[config.mk]
export PLATFORM = sky130hd
export DESIGN_NAME = maze_path_replayer
export DESIGN_NICKNAME = d
export VERILOG_FILES = /design/src/rtl/maze_path_replayer.sv
export SDC_FILE = /design/constraint.sdc
export NUM_CORES = 1
export LEC_CHECK = 0
export BUFFER_PORTS_ARGS = -buffer_cell sky130_fd_sc_hd__clkbuf_2
export CAP_MARGIN = 10
export CORE_MARGIN = 4
export CORE_UTILIZATION = 30
export DETAILED_ROUTE_END_ITERATION = 8
export PLACE_DENSITY = 0.59
export SLEW_MARGIN = 15
export SYNTH_ARGS = -nofsm -noshare
export SYNTH_HDL_FRONTEND = slang
export SYNTH_SLANG_ARGS = --single-unit
[constraint.sdc]
create_clock -name clk -period 3.46 [get_ports clk]
set_input_delay 0.346 -clock clk [delete_from_list [all_inputs] [get_ports clk]]
set_output_delay 0.346 -clock clk [all_outputs]
set_load 0.01 [all_outputs]
[src/rtl/maze_path_replayer.sv]
// Replays a solved maze path from (0,0), checking each step against bounds and the maze memory.
// Latency: 3 cycles per legal move (accept, CHECK, EVAL); out-of-bounds reported 2 cycles after the handshake.
// Backpressure: move_ready only in WAIT_MOVE, so at most one move is in flight; producer holds move until accepted.
module maze_path_replayer #(
  parameter int CW     = 4,
  parameter int GOAL_X = 15,
  parameter int GOAL_Y = 15,
  parameter int SW     = 9
) (
  input  logic          clk,
  input  logic          rst,
  input  logic          start,
  input  logic          move_valid,
  input  logic [1:0]    move,
  input  logic          move_last,
  output logic          move_ready,
  output logic [CW-1:0] mem_x,
  output logic [CW-1:0] mem_y,
  output logic          mem_rd,
  input  logic          mem_d,
  output logic [CW-1:0] pos_x,
  output logic [CW-1:0] pos_y,
  output logic [SW-1:0] steps,
  output logic          busy,
  output logic          arrived,
  output logic          error,
  output logic [1:0]    err_code
);

  typedef enum logic [2:0] {
    IDLE      = 3'd0,
    WAIT_MOVE = 3'd1,
    CHECK     = 3'd2,
    EVAL      = 3'd3,
    DONE      = 3'd4,
    ERR       = 3'd5
  } state_t;

  localparam logic [CW-1:0] GX       = CW'(GOAL_X);
  localparam logic [CW-1:0] GY       = CW'(GOAL_Y);
  localparam logic [CW:0]   ONE      = (CW+1)'(1);
  localparam logic [SW-1:0] STEP_MAX = '1;

  state_t      state, state_nx;
  logic [1:0]  mv_q;
  logic        last_q;
  logic [CW:0] cand_x, cand_y;
  logic        oob, at_goal;

  // Candidate at CW+1 bits: the extra bit flags stepping off either edge of the grid.
  always_comb begin
    cand_x = {1'b0, pos_x};
    cand_y = {1'b0, pos_y};
    case (mv_q)
      2'b00:   cand_y = {1'b0, pos_y} - ONE;
      2'b01:   cand_x = {1'b0, pos_x} + ONE;
      2'b10:   cand_x = {1'b0, pos_x} - ONE;
      default: cand_y = {1'b0, pos_y} + ONE;
    endcase
  end

  assign oob     = cand_x[CW] | cand_y[CW];
  assign at_goal = (cand_x[CW-1:0] == GX) && (cand_y[CW-1:0] == GY);

  always_ff @(posedge clk or posedge rst) begin
    if (rst) state <= IDLE;
    else     state <= state_nx;
  end

  always_comb begin
    state_nx = state;
    case (state)
      IDLE, DONE, ERR: if (start) state_nx = WAIT_MOVE;
      WAIT_MOVE:       if (move_valid) state_nx = CHECK;
      CHECK:           state_nx = oob ? ERR : EVAL;
      EVAL: begin
        if (mem_d)       state_nx = ERR;
        else if (last_q) state_nx = at_goal ? DONE : ERR;
        else             state_nx = WAIT_MOVE;
      end
      default:         state_nx = IDLE;
    endcase
  end

  always_comb begin
    move_ready = (state == WAIT_MOVE);
    busy       = (state == WAIT_MOVE) || (state == CHECK) || (state == EVAL);
    arrived    = (state == DONE);
    error      = (state == ERR);
    mem_rd     = (state == CHECK) && !oob;
    mem_x      = pos_x;
    mem_y      = pos_y;
    if (((state == CHECK) && !oob) || (state == EVAL)) begin
      mem_x = cand_x[CW-1:0];
      mem_y = cand_y[CW-1:0];
    end
  end

  always_ff @(posedge clk or posedge rst) begin
    if (rst) begin
      pos_x    <= '0;
      pos_y    <= '0;
      steps    <= '0;
      err_code <= 2'b00;
      mv_q     <= 2'b00;
      last_q   <= 1'b0;
    end else begin
      case (state)
        IDLE, DONE, ERR: begin
          if (start) begin
            pos_x    <= '0;
            pos_y    <= '0;
            steps    <= '0;
            err_code <= 2'b00;
          end
        end
        WAIT_MOVE: begin
          if (move_valid) begin
            mv_q   <= move;
            last_q <= move_last;
          end
        end
        CHECK: begin
          if (oob) err_code <= 2'b10;
        end
        EVAL: begin
          if (mem_d) begin
            err_code <= 2'b01;
          end else begin
            pos_x <= cand_x[CW-1:0];
            pos_y <= cand_y[CW-1:0];
            if (steps != STEP_MAX) steps <= steps + SW'(1);
            if (last_q && !at_goal) err_code <= 2'b11;
          end
        end
        default: ;
      endcase
    end
  end

endmodule

==> out/qor.txt <==
Dpl ws: 0.5556 ns
Area occupied by multi-input gates: 0.001199 mm^2
TritonCTS Buffers: 3
Fin area: 0.002192 mm^2
Clock network power share: 9.6%
Final Cycle Share: 90.41%
Switch share: 51.24%
Setup ws final: 0.3317 ns
Cell Area, Placed: 0.002138 mm^2
Post-synth ARST share: 100.0%
Syn_nets: 233
Sequential share of power: 28.9%
Initial DRC Count: 90
Psw: 0.9997 mW
CP Launch Type: register
Post-CTS sizing: 0
Peak supply drop: 568.1 uV
Final setup fails: 0
Fillcell total: 642
Root buf cell: clkbuf_8
Worst-Margin Slew: 0.9570 ns
GRT Residual Overflow: 0
Top post-synthesis cells by count: 27 x nand2_1, 25 x dfrtp_1, 22 x nor2_1
Placeable core area: 0.006061 mm^2
Initial antenna violation count: 0
Iteration count of the initial detailed-routing pass: 4
Outcome: finished clean
Layout Nets: 264
Internal: 0.9512 mW
Most frequent cell after synthesis: nand2_1
Max frequency: 319.7 MHz
All-layer global routing usage: 13.32%
Setup TNS: 0 ns
Post-synthesis compound-gate area fraction: 19.22%
Post-CTS Setup Bufs: 0
Simple-gate share of the synthesized area: 25.45%
Port bufs: 39
Worst EP required: 3.11 ns
CP endpoint kind: output port
Hold/Removal Path Class: in2async
Synthesized flop and latch total: 25
CTS tree: yes
Crit Path Class: reg2out
DR vias: 1,652
Ports: 40
Fraction of synthesized cell area in xor and xnor cells: 9.026%
Post-layout power: 1.951 mW
Largest family of logic cells by synthesized area: simple AND/OR/NAND/NOR gates
Hpwl dp: 3585 um
Worst R2R End: err_code[0]$_DFFE_PP0P_
Layout cell share with drive strength beyond 1: 25.51%
Reg2reg path depth: 10
Relative max-transition margin: 35.81%
Setup Skew: 0.005151 ns
Area of all sequential standard cells: 625.6 um^2
Tmin final: 3.128 ns
Routed wire length per instance: 14.95 um
Arrival time at the worst endpoint: 2.78 ns
DR vias/cell: 5.130
CTS sink cnt: 25
Yosys Warn Count: 0
Max-Cap Viols: 0
Final WL: 4814 um
Combinational Power Share: 61.5%
Synth top area share: 32.47%
R2R Path Start: mv_q[0]$_DFFE_PP0P_
Area leader, netlist: dfrtp_1
Final hold viol count: 0
Gp weighted congestion: 0.8058
Initial Util: 31.79%
First-pass GRT wire length: 8073 um
Die area: 0.007769 mm^2
Ys flop type: dfrtp_1
Multiplexer share of the synthesized area: 3.052%
# diodes: 0
Largest net degree at the start of global routing: 26
Top post-synthesis cells by area: dfrtp_1 32%, xor2_1 5.5%, nand2_1 5.3%, ha_1 5.2%, o21ai_0 4.9%
Post-synthesis sequential area ratio: 32.47%
Slew Limit Fails: 0
Leak: 1.025 nW
Die height: 88.14 um
EDFF count, synth: 0
PD cells: 890.0 mW/mm^2
Post-Syn Area: 0.001927 mm^2
Die extent in x: 88.14 um
H-tree levels: 1
Synth Instances: 217
R2R Setup Slk: 0.87 ns
Critical path peak fanout: 9
Reg clk slew, reported paths: 0.10 ns
Synth Area in Adders: 5.195%
Max Root-Sink Buffers: 2
Post-DRT Antenna Nets: 0
Avg Synthesized Cell Area: 8.879 um^2
Clk_lat worst skew: 0.28 ns
Unrepaired setup endpoints after global routing: false
Area growth, synth to finish: 13.77%
Vias in the first global route: 1,581
Yosys cell types: 53
Row count: 28
Hold_buf cts: 0
DRC: 0
-- critical path: stages, from the launching register on --
cell and delay (ns):
dfrtp_1 0.37, inv_1 0.13, ha_2 0.31, xor2_1 0.17, ha_1 0.22, and3b_1 0.17
a21oi_1 0.07, o311ai_4 0.32, nand2_1 0.17, o2111a_1 0.27, xor2_1 0.14, clkbuf_2 0.15
-- cell families (layout without fill, tap and decap cells) --
kind of cell    after synthesis  after routing
simple gates                 88             88
compound gates               51             51
xor+xnor                     19             19
mux                           5              5
buf+inv                      21             51
flops                        25             25
fa+ha+maj                     8              8
-- metrics by stage --
| step | instances | utilization, % | hold WS (ns) |
|---|---|---|---|
| finish | 322 | 36.17 | 0.1302 |
| global route | 322 | 36.17 | 0.1918 |
| CTS | 322 | 36.09 | 0.2606 |
| detailed placement | 318 | 35.28 | 0.5281 |
| global placement | 318 | 35.28 | 0.5331 |
| floorplan | 217 | - | 0.3733 |
-- flip-flops by register name (all words and copies together) (netlist names) --
name      flops
pos_x         4
state         3
pos_y         4
last_q        1
mv_q          2
err_code      2
steps         9
-- layer usage --
metal  routed length [um]  track usage (%)  up-vias
li1                     -                -      829
met1                 2305            18.56      782
met2                 2181            21.03       37
met3                  271            2.352        4
met4                   55            4.121        0
met5                    0                0        -
-- power groups by stage --
stage | Combinational, mW | Sequential (mW) | Clock (mW)
floorplan | 0.998 | 0.471 | 0
global placement | 1.19 | 0.570 | 0
detailed placement | 1.20 | 0.572 | 0
CTS | 1.21 | 0.565 | 0.199
global route | 1.34 | 0.589 | 0.216
finish | 1.20 | 0.564 | 0.188
-- layout make-up --
type,instances,share of cell area (%)
timing repair buffer,39,8.904
clock buffer,3,1.884
clock inverter,1,0.3425
inverter,8,1.370
sequential,25,28.54
tap,75,4.281
multi-input combinational,171,54.68
-- worst max-delay path by stage --
stage	from	to	slack [ns]
floorplan	mv_q[0]$_DFFE_PP0P_	mem_y[2]	0.90
finish	mv_q[0]$_DFFE_PP0P_	mem_y[3]	0.33
global placement	mv_q[0]$_DFFE_PP0P_	mem_y[3]	0.61
detailed placement	mv_q[0]$_DFFE_PP0P_	mem_y[2]	0.56
CTS	mv_q[0]$_DFFE_PP0P_	mem_y[2]	0.23
global route	mv_q[0]$_DFFE_PP0P_	mem_y[2]	0.05
-- cells in the final DEF (no fill, tap or decap), drive strengths merged, types with 2 or more instances in the layout --
cell	netlist	layout
nand4	2	2
o311ai	2	2
nor3b	3	3
clkbuf	4	42
xor2	12	12
nor3	4	4
a21oi	10	10
nand3	5	5
inv	8	7
nand2b	4	4
xnor2	7	7
ha	8	8
nand4b	3	3
and3	3	3
dfrtp	25	25
a31oi	2	2
or2	2	2
o2111a	3	3
a21o	2	2
o21ai	19	19
nor2	23	23
o211ai	2	2
and3b	2	2
nor4	2	2
mux2	4	4
o2111ai	2	2
a22o	2	2
nand3b	3	3
nand2	27	27
nor2b	2	2
No activity file was read; power rests on OpenSTA's default activity.
